## config.mk

```make
export PLATFORM = sky130hd
export DESIGN_NAME = psr_cond_unit_flat
export DESIGN_NICKNAME = d
export VERILOG_FILES = /design/src/rtl/psr_cond_unit_pkg.sv /design/src/rtl/psr_cond_unit_if.sv /design/src/rtl/psr_cond_unit_cond_eval.sv /design/src/rtl/psr_cond_unit.sv /design/src/flat_wrapper.sv
export SDC_FILE = /design/constraint.sdc
export NUM_CORES = 1
export LEC_CHECK = 0
export CAP_MARGIN = 20
export CORE_ASPECT_RATIO = 0.8
export CORE_MARGIN = 1.5
export CORE_UTILIZATION = 30
export DETAILED_ROUTE_END_ITERATION = 10
export SYNTH_ARGS = -nofsm -noshare
export SYNTH_HDL_FRONTEND = slang
export SYNTH_SLANG_ARGS = --single-unit
export TNS_END_PERCENT = 20
```

## constraint.sdc

```tcl
create_clock -name clk -period 2.5 [get_ports clk]
set_input_delay 0.5 -clock clk [delete_from_list [all_inputs] [get_ports clk]]
set_output_delay 0.5 -clock clk [all_outputs]
set_load 0.02 [all_outputs]
```

## src/rtl/psr_cond_unit_pkg.sv

```systemverilog
// Shared constants for the PSR/condition unit: ALU opcodes, condition codes,
// PSR bit positions and processor mode encodings.
package psr_cond_unit_pkg;

    localparam logic [3:0] OP_AND = 4'h0;
    localparam logic [3:0] OP_EOR = 4'h1;
    localparam logic [3:0] OP_SUB = 4'h2;
    localparam logic [3:0] OP_RSB = 4'h3;
    localparam logic [3:0] OP_ADD = 4'h4;
    localparam logic [3:0] OP_ADC = 4'h5;
    localparam logic [3:0] OP_SBC = 4'h6;
    localparam logic [3:0] OP_RSC = 4'h7;
    localparam logic [3:0] OP_TST = 4'h8;
    localparam logic [3:0] OP_TEQ = 4'h9;
    localparam logic [3:0] OP_CMP = 4'hA;
    localparam logic [3:0] OP_CMN = 4'hB;
    localparam logic [3:0] OP_ORR = 4'hC;
    localparam logic [3:0] OP_MOV = 4'hD;
    localparam logic [3:0] OP_BIC = 4'hE;
    localparam logic [3:0] OP_MVN = 4'hF;

    localparam logic [3:0] CC_EQ = 4'h0;
    localparam logic [3:0] CC_NE = 4'h1;
    localparam logic [3:0] CC_CS = 4'h2;
    localparam logic [3:0] CC_CC = 4'h3;
    localparam logic [3:0] CC_MI = 4'h4;
    localparam logic [3:0] CC_PL = 4'h5;
    localparam logic [3:0] CC_VS = 4'h6;
    localparam logic [3:0] CC_VC = 4'h7;
    localparam logic [3:0] CC_HI = 4'h8;
    localparam logic [3:0] CC_LS = 4'h9;
    localparam logic [3:0] CC_GE = 4'hA;
    localparam logic [3:0] CC_LT = 4'hB;
    localparam logic [3:0] CC_GT = 4'hC;
    localparam logic [3:0] CC_LE = 4'hD;
    localparam logic [3:0] CC_AL = 4'hE;
    localparam logic [3:0] CC_NV = 4'hF;

    localparam int PSR_N       = 31;
    localparam int PSR_Z       = 30;
    localparam int PSR_C       = 29;
    localparam int PSR_V       = 28;
    localparam int PSR_I       = 7;
    localparam int PSR_F       = 6;
    localparam int PSR_MODE_HI = 4;
    localparam int PSR_MODE_LO = 0;

    // Only NZCV, I, F and mode are stored; everything else reads as zero.
    localparam logic [31:0] PSR_MASK = 32'hF000_00DF;

    localparam logic [4:0] MODE_USR = 5'b10000;
    localparam logic [4:0] MODE_FIQ = 5'b10001;
    localparam logic [4:0] MODE_IRQ = 5'b10010;
    localparam logic [4:0] MODE_SVC = 5'b10011;
    localparam logic [4:0] MODE_ABT = 5'b10111;
    localparam logic [4:0] MODE_UND = 5'b11011;
    localparam logic [4:0] MODE_SYS = 5'b11111;

    function automatic logic is_arith(input logic [3:0] op);
        return (op == OP_SUB) || (op == OP_RSB) || (op == OP_ADD) || (op == OP_ADC) ||
               (op == OP_SBC) || (op == OP_RSC) || (op == OP_CMP) || (op == OP_CMN);
    endfunction

endpackage

```

## src/rtl/psr_cond_unit_if.sv

```systemverilog
// Bus between ALU/decode and the PSR/condition unit.
interface psr_cond_unit_if;
    import psr_cond_unit_pkg::*;

    logic [3:0]  alu_op;
    logic        flag_we;
    logic        negative;
    logic        zero;
    logic        carry;
    logic        overflow;
    logic        shifter_carry;
    logic [3:0]  cond;
    logic        cond_pass;
    logic        cin;
    logic        psr_we;
    logic        psr_sel;
    logic [31:0] psr_wdata;
    logic        exc_entry;
    logic [4:0]  exc_mode;
    logic        exc_return;
    logic [31:0] cpsr;
    logic [31:0] spsr;

    modport master (
        output alu_op, flag_we, negative, zero, carry, overflow, shifter_carry, cond,
               psr_we, psr_sel, psr_wdata, exc_entry, exc_mode, exc_return,
        input  cond_pass, cin, cpsr, spsr
    );

    modport slave (
        input  alu_op, flag_we, negative, zero, carry, overflow, shifter_carry, cond,
               psr_we, psr_sel, psr_wdata, exc_entry, exc_mode, exc_return,
        output cond_pass, cin, cpsr, spsr
    );

endinterface

```

## src/rtl/psr_cond_unit_cond_eval.sv

```systemverilog
// ARM condition-field evaluator: pure combinational, nzcv = {N,Z,C,V}.
module cond_eval
    import psr_cond_unit_pkg::*;
(
    input  logic [3:0] nzcv,
    input  logic [3:0] cond,
    output logic       pass
);

    logic n, z, c, v;

    always_comb begin
        {n, z, c, v} = nzcv;
        pass = 1'b0;
        case (cond)
            CC_EQ: pass = z;
            CC_NE: pass = !z;
            CC_CS: pass = c;
            CC_CC: pass = !c;
            CC_MI: pass = n;
            CC_PL: pass = !n;
            CC_VS: pass = v;
            CC_VC: pass = !v;
            CC_HI: pass = c && !z;
            CC_LS: pass = !c || z;
            CC_GE: pass = (n == v);
            CC_LT: pass = (n != v);
            CC_GT: pass = !z && (n == v);
            CC_LE: pass = z || (n != v);
            CC_AL: pass = 1'b1;
            default: pass = 1'b0;
        endcase
    end

endmodule

```

## src/rtl/psr_cond_unit.sv

```systemverilog
// CPSR/SPSR holder with ARM flag-update rules, exception swaps and condition evaluation.
module psr_cond_unit
    import psr_cond_unit_pkg::*;
#(
    parameter bit         FWD_EN     = 1'b0,
    parameter logic [4:0] RESET_MODE = 5'b10011
) (
    input logic           clk,
    input logic           rst_n,
    psr_cond_unit_if.slave bus
);

    localparam logic [31:0] CPSR_RST = {4'b0000, 20'b0, 1'b1, 1'b1, 1'b0, RESET_MODE};

    logic [31:0] cpsr_q, cpsr_d;
    logic [31:0] spsr_q, spsr_d;
    logic [3:0]  nzcv_q;
    logic [3:0]  nzcv_alu;
    logic [3:0]  nzcv_eval;
    logic        flag_win;

    assign nzcv_q = cpsr_q[PSR_N:PSR_V];

    // Logical ops take C from the shifter and leave V alone.
    always_comb begin
        if (is_arith(bus.alu_op))
            nzcv_alu = {bus.negative, bus.zero, bus.carry, bus.overflow};
        else
            nzcv_alu = {bus.negative, bus.zero, bus.shifter_carry, nzcv_q[0]};
    end

    always_comb begin
        cpsr_d   = cpsr_q;
        spsr_d   = spsr_q;
        flag_win = 1'b0;
        if (bus.exc_entry) begin
            spsr_d = cpsr_q;
            cpsr_d[PSR_I] = 1'b1;
            cpsr_d[PSR_MODE_HI:PSR_MODE_LO] = bus.exc_mode;
        end else if (bus.exc_return) begin
            cpsr_d = spsr_q;
        end else if (bus.psr_we) begin
            if (bus.psr_sel)
                spsr_d = bus.psr_wdata & PSR_MASK;
            else
                cpsr_d = bus.psr_wdata & PSR_MASK;
        end else if (bus.flag_we) begin
            cpsr_d[PSR_N:PSR_V] = nzcv_alu;
            flag_win = 1'b1;
        end
    end

    always_ff @(posedge clk) begin
        if (!rst_n) begin
            cpsr_q <= CPSR_RST;
            spsr_q <= '0;
        end else begin
            cpsr_q <= cpsr_d;
            spsr_q <= spsr_d;
        end
    end

    // Bypass only applies when the ALU flag write actually lands this cycle.
    assign nzcv_eval = (FWD_EN && rst_n && flag_win) ? nzcv_alu : nzcv_q;

    cond_eval u_cond_eval (
        .nzcv (nzcv_eval),
        .cond (bus.cond),
        .pass (bus.cond_pass)
    );

    assign bus.cin  = nzcv_eval[1];
    assign bus.cpsr = cpsr_q;
    assign bus.spsr = spsr_q;

endmodule

```

## src/flat_wrapper.sv

```systemverilog
// flat-port wrapper written by rule: the top's interface ports become plain ports
module psr_cond_unit_flat import psr_cond_unit_pkg::*;
#(
    parameter bit         FWD_EN     = 1'b0,
    parameter logic [4:0] RESET_MODE = 5'b10011
)
  (clk, rst_n, bus_alu_op, bus_flag_we, bus_negative, bus_zero, bus_carry, bus_overflow, bus_shifter_carry, bus_cond, bus_psr_we, bus_psr_sel, bus_psr_wdata, bus_exc_entry, bus_exc_mode, bus_exc_return, bus_cond_pass, bus_cin, bus_cpsr, bus_spsr);
  psr_cond_unit_if bus_i ();
  input logic clk;
  input logic rst_n;
  input wire logic [$bits(bus_i.alu_op)-1:0] bus_alu_op;
  input wire logic [$bits(bus_i.flag_we)-1:0] bus_flag_we;
  input wire logic [$bits(bus_i.negative)-1:0] bus_negative;
  input wire logic [$bits(bus_i.zero)-1:0] bus_zero;
  input wire logic [$bits(bus_i.carry)-1:0] bus_carry;
  input wire logic [$bits(bus_i.overflow)-1:0] bus_overflow;
  input wire logic [$bits(bus_i.shifter_carry)-1:0] bus_shifter_carry;
  input wire logic [$bits(bus_i.cond)-1:0] bus_cond;
  input wire logic [$bits(bus_i.psr_we)-1:0] bus_psr_we;
  input wire logic [$bits(bus_i.psr_sel)-1:0] bus_psr_sel;
  input wire logic [$bits(bus_i.psr_wdata)-1:0] bus_psr_wdata;
  input wire logic [$bits(bus_i.exc_entry)-1:0] bus_exc_entry;
  input wire logic [$bits(bus_i.exc_mode)-1:0] bus_exc_mode;
  input wire logic [$bits(bus_i.exc_return)-1:0] bus_exc_return;
  output wire logic [$bits(bus_i.cond_pass)-1:0] bus_cond_pass;
  output wire logic [$bits(bus_i.cin)-1:0] bus_cin;
  output wire logic [$bits(bus_i.cpsr)-1:0] bus_cpsr;
  output wire logic [$bits(bus_i.spsr)-1:0] bus_spsr;
  assign bus_i.alu_op = bus_alu_op;
  assign bus_i.flag_we = bus_flag_we;
  assign bus_i.negative = bus_negative;
  assign bus_i.zero = bus_zero;
  assign bus_i.carry = bus_carry;
  assign bus_i.overflow = bus_overflow;
  assign bus_i.shifter_carry = bus_shifter_carry;
  assign bus_i.cond = bus_cond;
  assign bus_i.psr_we = bus_psr_we;
  assign bus_i.psr_sel = bus_psr_sel;
  assign bus_i.psr_wdata = bus_psr_wdata;
  assign bus_i.exc_entry = bus_exc_entry;
  assign bus_i.exc_mode = bus_exc_mode;
  assign bus_i.exc_return = bus_exc_return;
  assign bus_cond_pass = bus_i.cond_pass;
  assign bus_cin = bus_i.cin;
  assign bus_cpsr = bus_i.cpsr;
  assign bus_spsr = bus_i.spsr;
  psr_cond_unit #(.FWD_EN(FWD_EN), .RESET_MODE(RESET_MODE)) u_core (.clk(clk), .rst_n(rst_n), .bus(bus_i));
endmodule
```

# Word-level counts from Yosys, hierarchy flattened
# Index checks and enable logic that the tools add are counted.
dict set report totals {
  register_bits 64
  in_bits 57
  out_inout_bits 66
  wordCells 77
}
dict set report op_classes {
  n_eq_ne 28
  muxes 12
  bitwise_logic 2
  n_reduce_logical 29
}
# cell count
set ops {}
lappend ops {{2-to-1 mux 32 bit} 6}
lappend ops {{== test 4 bit, second input constant} 9}
lappend ops {{== test 4 x 3 -> 1 bit, second input constant} 8}
lappend ops {{2-to-1 mux 28 bit} 1}
lappend ops {{== test 4 x 2 -> 1 bit, second input constant} 4}
lappend ops {{one-hot mux 1 bit (15 select lines)} 1}
lappend ops {{logical OR 1 bit} 9}
lappend ops {{AND reduction 3 bit} 3}
lappend ops {{nonzero test 3 bit} 3}
lappend ops {{2-to-1 mux 4 bit} 2}
lappend ops {{nonzero test 2 bit} 3}
lappend ops {{2-to-1 mux 5 bit} 1}
lappend ops {{== test 4 x 1 -> 1 bit, second input constant} 1}
lappend ops {{zero test 1 bit} 4}
lappend ops {{zero test 4 bit} 1}
lappend ops {{AND reduction 2 bit} 2}
lappend ops {{AND reduction 4 bit} 1}
lappend ops {{inequality test 3 x 1 -> 1 bit, second input constant} 1}
lappend ops {{inequality test 3 x 2 -> 1 bit, second input constant} 1}
lappend ops {{logical AND 1 bit} 2}
lappend ops {{2-to-1 mux 2 bit} 1}
lappend ops {{inequality test 2 x 1 -> 1 bit, second input constant} 1}
lappend ops {{inequality test 2 bit, second input constant} 1}
lappend ops {{inverter 1 bit} 2}
lappend ops {{other kinds (3)} 3}

# Logic depth before layout (Yosys ltp)
dict set report depth {
  ltp_word 13
  ltp_mapped 6
  mapped_depth_nobuf 4
}

# Cells and area by module
# A second synthesis with hierarchy kept.
dict set report hier_totals {
  cells_unflattened 319
  hier_area_um2 2975.4
}
# mod instances cells_each area_per_inst_um2 seq_area_each_um2
set modules_own_cells {}
lappend modules_own_cells {psr_cond_unit 1 291 2781.4 1281.2}
lappend modules_own_cells {cond_eval 1 28 193.9 0.0}

# Worst setup path before layout
# No wires, ideal clock.
dict set report synth_timing {
  path_type {input -> output}
  start {input bus_cond[1]}
  end {output bus_cond_pass}
  t_arrival_ns 1.574
  required_time_ns 2.000
  setup_slack_ns 0.426
  path_stages 5
  n_path_buf 1
  cell_sequence {buf_2 > or3b_1 > a21oi_1 > a311oi_1 > a21oi_1}
}
dict set report synth_between {
  elab_chain_len 2
  word_cells_on_any_way 16
  cone_classes {14 x eq/ne; 1 x mux; 1 x reduce/logical}
}
# item line
set synth_lines {}
lappend synth_lines {{start: declaration} flat_wrapper.sv:18} ;# input wire logic [$bits(bus_i.cond)-1:0] bus_cond;
lappend synth_lines {{== test 4 bit, or another cell as far along} psr_cond_unit_cond_eval.sv:15} ;# case (cond)
lappend synth_lines {{one-hot mux 1 bit (15 select lines) *} psr_cond_unit_cond_eval.sv:15}
lappend synth_lines {{end: declaration} flat_wrapper.sv:25} ;# output wire logic [$bits(bus_i.cond_pass)-1:0] bus_cond_pass;
# Mark *: on every way between the ends. The rest lies on a longest branch, timed or not.

# Worst setup path after layout
# Ends and elaborated chain as after synthesis.

==> flow_metrics.env <==
export IMPL_clk_latency_ps=320
export IMPL_grt_pass1_wl_mm=13.4
export IMPL_grt_max_degree=45
export IMPL_gr_usage_all_layers_pct=16.2
export IMPL_critPathMaxFanout=3
export IMPL_crit_path_start_kind="input port"
export IMPL_drv_slew=0
export IMPL_synth_area_mm2=0.00291
export IMPL_io_pins=123
export IMPL_portBuffers=100
export IMPL_synth_cell_types=45
export IMPL_syn_inst=326
export IMPL_fp_dieW_um=113
export IMPL_endpoint_kind="output port"
export IMPL_irDropWorstVdd_v=0.000340
export IMPL_die_h_um=91.1
export IMPL_antenna_found_initial=0
export IMPL_final_cells=543
export IMPL_synth_flop_cell="dfxtp_1"
export IMPL_n_antenna_cell=0
export IMPL_start_util_pct=31.5
export IMPL_first_pass_iters=4
export IMPL_areaGrowthSynthToFinish_pct=48.4
export IMPL_yosys_warnings=0
export IMPL_status="finished clean"
export IMPL_drive_gt1_share_pct=12.9
export IMPL_cts_hold_buf=0
export IMPL_synth_edff_count=0
export IMPL_drtIter0Drc=134
export IMPL_postCtsSetupRepairBufs=0
export IMPL_final_hold_violation_count=0
export IMPL_routed_wl_mm=8.03
export IMPL_routabilityCongestion=0.775
export IMPL_wl_per_cell_um=14.8
export IMPL_drtAntennaViolNets=0
export IMPL_htreeDepth=3
export IMPL_route_detailed_vias_per_inst=5.03
export IMPL_slowest_delay_ps=510
export IMPL_vias=2730
export IMPL_fin_skew_ps=3.52
export IMPL_slew_limit_headroom_pct=71.7
export IMPL_dpl_hpwl_mm=5.54
export IMPL_min_path_type="flip-flop to flip-flop"
export IMPL_nFillCells=900
export IMPL_design_area_mm2=0.00432
export IMPL_crit_type="input port to output port"
export IMPL_grt_overflow_total=0
export IMPL_drc=0
export IMPL_rows=31
export IMPL_die_area_mm2=0.0103
export IMPL_fin_crit_ps=2380
export IMPL_core_area_mm2=0.00923
export IMPL_syn_avg_cell_area_um2=8.93
export IMPL_cts_made_buffers=9
export IMPL_yosysTopAreaCell="dfxtp_1"
export IMPL_placed_cell_area_mm2=0.00401
export IMPL_power_density_mw_per_mm2=629
export IMPL_synth_area_leaders="dfxtp_1, mux2i_1, a22oi_1, nand2_1, a21oi_1"
export IMPL_worstPathArrival_ps=1880
export IMPL_fin_crit_sh_pct=95.2
export IMPL_fmax_mhz=420
export IMPL_clock_sink_count=64
export IMPL_max_cap_violations=0
export IMPL_synth_top_area_share_pct=44.0
export IMPL_worst_pin_slew_ps=424
export IMPL_grt_pass1_vias=2692
export IMPL_dp_cells=527
export IMPL_crit_chain="clkdlybuf4s50_1 > mux2_2 > o31a_1 > a21oi_1 > buf_2"
export IMPL_p_leak_uw=0.00160
export IMPL_setup_violations=0
export IMPL_cts_max_path_buffers=2
export IMPL_rsz0062_at_grt="false"
export IMPL_cp_required_ps=2000
export IMPL_cts_clk_slew_worst_paths_ps=50
export IMPL_synth_seq_cells=64
export IMPL_yosysSeqAreaShare_pct=44.0
export IMPL_cts_root_buffer="clkbuf_16"
export IMPL_layout_nets=480
export IMPL_cts_tree="yes"
export IMPL_slowest_stage="clkdlybuf4s50_1"
export IMPL_async_reset_ff_share_pct=0
export IMPL_syn_num_nets=383
[final timing paths]
check                       from             endpoint  slack [ps]  cells past startpoint
max                  bus_cond[1]        bus_cond_pass         120                      5
min          u_core.bus.cpsr[20]  u_core.bus.cpsr[20]         470                      2
max reg2reg   u_core.bus.spsr[4]   u_core.bus.cpsr[4]        1420                      4
min reg2reg  u_core.bus.cpsr[20]  u_core.bus.cpsr[20]         470                      2
[flip-flops by register name, summed over array words and instances, names as in the netlist]
register,flops
u_core.bus.spsr,32
u_core.bus.cpsr,32
[per-stage QoR]
| stage | setup TNS, ps | hold slack (ps) | total power [uW] | utilization [%] | worst slack, ps |
|---|---|---|---|---|---|
| global placement | -477 | 457 | 1480 | 43.4 | -477 |
| global route | 0 | 488 | 2830 | 46.8 | 73.4 |
| floorplan | 0 | 540 | 1310 | - | 426 |
| finish | 0 | 468 | 2720 | 46.8 | 119 |
| CTS | 0 | 470 | 2750 | 46.8 | 16.6 |
| detailed placement | -486 | 464 | 1480 | 43.4 | -486 |
[metal layers]
metal	track usage [%]	share of wire [%]
met5	0	0
met4	3.85	0.50
met3	5.27	6.2
met2	26.6	47
met1	20.6	47
[report_power, final]
part           switching (uW)  leakage, uW  internal (uW)
combinational             200     0.000929            180
sequential               28.3     0.000521           1050
clock                     438     0.000148            822
total                     665      0.00160           2050
[cells in the final DEF (no fill, tap or decap), types with 4 or more instances in the layout]
cell type,n
clkdlybuf4s50_1,95
dfxtp_1,64
nand2_1,37
nor2_1,36
mux2i_1,28
a21oi_1,27
a22oi_1,21
nand3_1,21
buf_4,13
o21ai_0,9
clkbuf_16,9
a211oi_2,8
nand2b_1,4
[cell families after synthesis]
group                  Yosys count  share of synthesized area, %
AO/OA/AOI/OAI                   88                          21.8
XOR/XNOR                         1                         0.301
buffers and inverters           34                          6.58
flip-flops                      64                          44.0
multiplexers                    29                          10.0
AND/OR/NAND/NOR                110                          17.3
[critical path, delay by kind of cell]
family                 cells  cell delay (ps)
buffers and inverters      2              690
AOI/OAI and AO/OA          2              350
muxes                      1              340
[cell usage after synthesis, drive strengths merged (2+ instances only)]
library cell and instances:
a211oi 11, a21oi 27, a22oi 21, a311oi 2, a31oi 3, and2 2, buf 21, clkbuf 8
dfxtp 64, inv 5, mux2i 28, nand2 37, nand2b 4, nand3 22, nand3b 2, nor2 36
nor2b 2, o21ai 11, o22ai 3
[cell type report]
| type | count | area (um^2) | share of cell area, % |
|---|---|---|---|
| inverters | 5 | 18.8 | 0.435 |
| clock buffers | 11 | 253 | 5.85 |
| multi-input cells | 228 | 1450 | 33.5 |
| flip-flops and latches | 64 | 1280 | 29.7 |
| repair buffers | 115 | 1120 | 26.0 |
| well taps | 115 | 144 | 3.33 |
| clock inverters | 5 | 55.1 | 1.27 |
[repair_timing]
action	4_1_cts	5_1_grt
pin swaps	1	0
resized for setup	5	3
setup endpoints to repair	1	1
No activity file was read; power rests on OpenSTA's default activity.
